File: src/rtl/order_book_update_arbiter.sv
// Round-robin arbiter sharing one order-book update port among N_SRC feed decoders.
// Latency 1 cycle handshake-to-update; no grants during book_pause or the post-update gap.
module order_book_update_arbiter #(
  parameter int N_SRC      = 4,
  parameter int GAP_CYCLES = 1,
  parameter int CNT_W      = 32
) (
  input  logic                     clk,
  input  logic                     rst,
  input  logic [N_SRC-1:0]         src_valid,
  output logic [N_SRC-1:0]         src_ready,
  input  logic [N_SRC*64-1:0]      src_symbol,
  input  logic [N_SRC*32-1:0]      src_price,
  input  logic [N_SRC*32-1:0]      src_qty,
  input  logic [N_SRC*8-1:0]       src_side,
  input  logic                     book_pause,
  output logic [63:0]              ob_symbol,
  output logic [31:0]              ob_price,
  output logic [31:0]              ob_quantity,
  output logic [7:0]               ob_side,
  output logic                     ob_update_valid,
  output logic [$clog2(N_SRC)-1:0] last_grant,
  output logic [CNT_W-1:0]         grant_count,
  output logic [CNT_W-1:0]         stall_count
);

  localparam int IDX_W = $clog2(N_SRC);

  typedef enum logic {
    IDLE,
    GAP
  } state_t;

  state_t           state;
  logic [3:0]       gcnt;
  logic             uv_q;
  logic             win_vld;
  logic [IDX_W-1:0] win_idx;
  logic             grant_ok;

  logic [63:0] sym_a   [N_SRC];
  logic [31:0] price_a [N_SRC];
  logic [31:0] qty_a   [N_SRC];
  logic [7:0]  side_a  [N_SRC];

  for (genvar i = 0; i < N_SRC; i++) begin : g_unpack
    assign sym_a[i]   = src_symbol[64*i +: 64];
    assign price_a[i] = src_price[32*i +: 32];
    assign qty_a[i]   = src_qty[32*i +: 32];
    assign side_a[i]  = src_side[8*i +: 8];
  end

  // Search starts just after the previous winner and wraps, so the previous
  // winner is considered last and still wins when it is the only requester.
  always_comb begin
    win_vld = 1'b0;
    win_idx = '0;
    for (int k = 1; k <= N_SRC; k++) begin
      logic [IDX_W-1:0] cand;
      cand = IDX_W'((int'(last_grant) + k) % N_SRC);
      if (!win_vld && src_valid[cand]) begin
        win_vld = 1'b1;
        win_idx = cand;
      end
    end
  end

  assign grant_ok  = (state == IDLE) && !book_pause && !rst && win_vld;
  assign src_ready = grant_ok ? (N_SRC'(1) << win_idx) : '0;

  // Gating with rst kills a pulse registered in the cycle before reset.
  assign ob_update_valid = uv_q && !rst;

  always_ff @(posedge clk) begin
    if (rst) begin
      state       <= IDLE;
      gcnt        <= '0;
      uv_q        <= 1'b0;
      ob_symbol   <= '0;
      ob_price    <= '0;
      ob_quantity <= '0;
      ob_side     <= '0;
      last_grant  <= IDX_W'(N_SRC - 1);
      grant_count <= '0;
      stall_count <= '0;
    end else begin
      uv_q <= grant_ok;
      if (grant_ok) begin
        ob_symbol   <= sym_a[win_idx];
        ob_price    <= price_a[win_idx];
        ob_quantity <= qty_a[win_idx];
        ob_side     <= side_a[win_idx];
        last_grant  <= win_idx;
        if (grant_count != '1) grant_count <= grant_count + CNT_W'(1);
      end
      if (|src_valid && !grant_ok && stall_count != '1)
        stall_count <= stall_count + CNT_W'(1);

      case (state)
        IDLE: begin
          if (grant_ok && GAP_CYCLES > 0) begin
            state <= GAP;
            gcnt  <= 4'(GAP_CYCLES);
          end
        end
        GAP: begin
          // Counts down regardless of book_pause.
          if (gcnt <= 4'd1) begin
            state <= IDLE;
            gcnt  <= '0;
          end else begin
            gcnt <= gcnt - 4'd1;
          end
        end
        default: begin
          state <= IDLE;
          gcnt  <= '0;
        end
      endcase
    end
  end

endmodule

File: config.mk
export PLATFORM = sky130hd
export DESIGN_NAME = order_book_update_arbiter
export DESIGN_NICKNAME = d
export VERILOG_FILES = /design/src/rtl/order_book_update_arbiter.sv
export SDC_FILE = /design/constraint.sdc
export NUM_CORES = 1
export LEC_CHECK = 0
export CAP_MARGIN = 40
export CORE_AREA = 2 2 293 295
export CTS_CLUSTER_DIAMETER = 80
export CTS_CLUSTER_SIZE = 30
export DETAILED_ROUTE_END_ITERATION = 7
export DIE_AREA = 0 0 295 297
export DONT_BUFFER_PORTS = 1
export GPL_TIMING_DRIVEN = 1
export HOLD_SLACK_MARGIN = 0.08
export PLACE_DENSITY = 0.3
export REMOVE_ABC_BUFFERS = 1
export SLEW_MARGIN = 10
export SYNTH_ARGS = -nofsm -noshare
export SYNTH_HDL_FRONTEND = slang
export SYNTH_SLANG_ARGS = --single-unit
File: constraint.sdc
create_clock -name clk -period 5.44 [get_ports clk]
set_input_delay 1.088 -clock clk [delete_from_list [all_inputs] [get_ports clk]]
set_output_delay 1.088 -clock clk [all_outputs]
set_load 0.1 [all_outputs]
==> flow_summary.rst <==
.. list-table::
   :header-rows: 1

   * - Metric
     - Value
   * - CP Capture Type
     - primary output
   * - Routability congestion estimate from global placement
     - between 0.7 and 0.8
   * - Number of fill cells in the layout
     - roughly 9000
   * - Die outline area
     - just under 0.09 mm^2
   * - Finished layout cell area
     - between 0.015 and 0.02 mm^2
   * - Standard cell area after detailed placement
     - 0.0186 mm^2
   * - CTS H-Tree Depth
     - 1
   * - Clock buffer depth
     - 3
   * - Most used DFF post-synth
     - sky130_fd_sc_hd__dfxtp_1
   * - FF+latch count, synth
     - 208
   * - Via count of the first global-routing pass
     - ~14000
   * - Cells on worst reg2reg path
     - 8
   * - Top-Level Pins
     - about 760
   * - Placement row count
     - ~110
   * - Iter 0 DRT Violations
     - 663
   * - Reg clk slew, reported paths
     - 60 ps
   * - Avg Cell Area, Syn
     - 7.81 um^2
   * - Leading cell types in the layout, fill and taps excluded
     - sky130_fd_sc_hd__dfxtp_1, sky130_fd_sc_hd__nand2_1, sky130_fd_sc_hd__and4_1
   * - Final core occ
     - between 20% and 30%
   * - Hold crit path type
     - flop to flop
   * - Hold endpoint
     - ob_price[25]
   * - Yosys warns
     - 0
   * - Required time at the worst-slack endpoint
     - ~4400 ps
   * - Half-perimeter wire length of the detailed placement result
     - around 47 mm
   * - Buffers on Ports
     - 0
   * - Die W
     - 295 um
   * - Combined area of all synthesized cells
     - around 0.013 mm^2
   * - Final hold violation count
     - 0
   * - Most common library cell in the layout ignoring fill and taps
     - sky130_fd_sc_hd__dfxtp_1
   * - Outcome
     - finished clean
   * - DRT Pass-1 Iters
     - 5
   * - Worst Setup SP
     - src_valid[1]
   * - Reg-to-reg slack, setup
     - roughly 2400 ps
   * - Setup repair after global routing missed its margin
     - false
   * - Gates resized, CTS repair
     - 0
   * - Setup TNS Final
     - 0 ps
   * - Global-route wire length before repair
     - between 90 and 100 mm
   * - Clock tree from TritonCTS
     - yes
   * - Overall overflow remaining after global route
     - 0
   * - Upper clock frequency limit
     - 0.263 GHz
   * - Hold_buf cts
     - 0
   * - Clock latency at the later pin of the worst-skew pair
     - around 570 ps
   * - # Post-CTS Setup Buffers
     - 0
   * - Setup Slack @ Placement
     - between 1500 and 2000 ps
   * - Avg WL per Cell
     - 22.4 um
   * - Post-synthesis sequential area ratio
     - between 30% and 40%
   * - Vertical extent of the die
     - around 300 um
   * - Root Driver
     - sky130_fd_sc_hd__clkbuf_16
   * - Critical path fanouts, max
     - 38
   * - Final slew viol count
     - 0
   * - Effective utilization at floorplan
     - between 10% and 20%
   * - Max Clock Skew
     - approximately 19 ps
   * - Leak pwr
     - 7.33 nW
   * - Ratio of cells with drive above 1 in the final layout
     - between 15 and 20%
   * - Number of setup violations in the final report
     - 0
   * - Number of enable flip-flop cells after synthesis
     - 0
   * - Core ar.
     - around 0.084 mm^2
   * - Pwr Density
     - 313 mW/mm^2
   * - Crit Reg-Reg Startpoint
     - last_grant[0]
   * - Classification of the worst setup path
     - input port to primary output
   * - Vias per std cell
     - 4.76
   * - WP data arrival
     - between 2000 and 3000 ps
   * - Clk sink count
     - ~210
   * - Asr flop ratio synth
     - 0%
   * - Max-cap viol count
     - 0
   * - Cell count after synthesis
     - 1706
   * - Nets
     - roughly 2300
   * - Hold depth
     - 2
   * - Maximum number of pins on one net before global-route repair
     - between 100 and 150
   * - Final setup margin
     - 1640 ps
   * - Initial antenna violation count
     - 14
   * - Unique cell type count in the Yosys netlist
     - 56
   * - Maximum vdd ir drop
     - approximately 0.00020 V
   * - Routed wire length
     - about 66 mm
   * - Transition time at the pin with the least slew margin
     - 1060 ps
   * - Launching element type of the critical path
     - input port
   * - Overall routing resource usage
     - approximately 14%
   * - CTS buffer count
     - 26
   * - Clock period minus worst slack
     - 3800 ps
   * - Vias
     - between 10000 and 15000
   * - P&R area growth vs syn
     - 47.0%
   * - Endpoint of the lowest-slack register-to-register path
     - ob_symbol[23]
   * - Part of the cycle the worst path needs
     - approximately 70%
   * - Number of nets with antenna violations after detailed routing
     - 0
   * - Remaining design rule violation count
     - 0
   * - Hold path startpoint
     - ob_price[25]
   * - Max transition margin
     - about 29%
## worst max-delay path, stage by stage
cell and delay [ps]:
sky130_fd_sc_hd__or4_1 640, sky130_fd_sc_hd__nand2_1 130, sky130_fd_sc_hd__buf_4 370, sky130_fd_sc_hd__nor3_4 80, sky130_fd_sc_hd__and2_1 170, sky130_fd_sc_hd__buf_4 230
## power by group
group	leakage [nW]	total (mW)	internal [mW]	switching, mW
Combinational	5.16	2.25	0.816	1.43
Sequential	1.70	1.82	1.65	0.174
Clock	0.479	2.05	1.21	0.840
## worst max-delay path by stage
| stage | depth (start not counted) | end | slack [ps] |
|---|---|---|---|
| floorplan | 5 | ob_price[0] | -20060 |
| global placement | 8 | ob_symbol[6] | 1530 |
| detailed placement | 8 | ob_symbol[23] | 1620 |
| CTS | 6 | src_ready[2] | 1630 |
| global route | 6 | src_ready[2] | 1550 |
| finish | 6 | src_ready[2] | 1640 |
## stage by stage
step	total power [mW]	hold slack [ps]	instances
6_report	6.12	491	2959
4_1_cts	6.24	503	2954
2_1_floorplan	3.27	465	1531
3_3_place_gp	3.50	487	2748
5_1_grt	6.37	520	2958
3_5_place_dp	4.12	491	2908
## synthesized netlist by cell type, types with 3 or more instances
library cell                 n  area [um^2]
sky130_fd_sc_hd__dfxtp_1   208         4160
sky130_fd_sc_hd__nand2_1   165          619
sky130_fd_sc_hd__and4_1    148         1300
sky130_fd_sc_hd__o21ai_0   145          726
sky130_fd_sc_hd__inv_1     143          537
sky130_fd_sc_hd__o211ai_1  139         1040
sky130_fd_sc_hd__mux2i_1   138         1380
sky130_fd_sc_hd__a31oi_1   135          845
sky130_fd_sc_hd__clkbuf_1  123          462
sky130_fd_sc_hd__a21oi_1    53          265
sky130_fd_sc_hd__buf_2      42          210
sky130_fd_sc_hd__nand3_1    33          165
sky130_fd_sc_hd__or4_1      30          225
sky130_fd_sc_hd__o31ai_1    27          203
sky130_fd_sc_hd__or3_1      25          156
sky130_fd_sc_hd__nor2_1     24         90.1
sky130_fd_sc_hd__nand4_1    20          125
sky130_fd_sc_hd__o21ai_1    17         85.1
sky130_fd_sc_hd__nor2b_1     9         56.3
sky130_fd_sc_hd__and3_1      8         50.1
sky130_fd_sc_hd__nor3_1      8         40.0
sky130_fd_sc_hd__nor4_1      7         43.8
sky130_fd_sc_hd__buf_1       6         22.5
sky130_fd_sc_hd__ha_1        4         50.1
sky130_fd_sc_hd__o311ai_0    4         35.0
sky130_fd_sc_hd__xor2_1      4         35.0
sky130_fd_sc_hd__nand4_2     3         37.5
sky130_fd_sc_hd__o41ai_1     3         26.3
## registers in the layout, summed over array words and instances (netlist names)
| signal | count |
|---|---|
| gcnt | 4 |
| grant_count | 32 |
| last_grant | 2 |
| ob_price | 32 |
| ob_quantity | 32 |
| ob_side | 8 |
| ob_symbol | 64 |
| stall_count | 32 |
| state | 1 |
| uv_q | 1 |
## metal layers
metal / track usage (%) / wire length [um] / vias up
met5: 0 / 38 / -
met4: 2.92 / 1330 / 6
met3: 3.78 / 5350 / 68
met2: 25.7 / 33900 / 608
met1: 16.6 / 25800 / 6797
li1: - / - / 6600
## cell families after synthesis
| group | synth area share, % |
|---|---|
| multiplexers | 10.6 |
| adder cells (fa/ha/maj) | 0.376 |
| AO/OA/AOI/OAI | 25.0 |
| flip-flops | 31.3 |
| XOR/XNOR | 0.394 |
| buffers and inverters | 9.55 |
| AND/OR/NAND/NOR | 22.8 |
## layout make-up
class | instances | area (um^2) | share of cell area [%]
flip-flops and latches | 208 | 4160 | 21.3
inverters | 143 | 537 | 2.74
diodes | 4 | 10.0 | 0.0511
clock buffers | 31 | 731 | 3.73
well taps | 1144 | 1430 | 7.31
clock inverters | 15 | 248 | 1.27
repair buffers | 234 | 4500 | 23.0
multi-input cells | 1180 | 7960 | 40.7
Note: power is estimated with default switching activity, not from simulation.
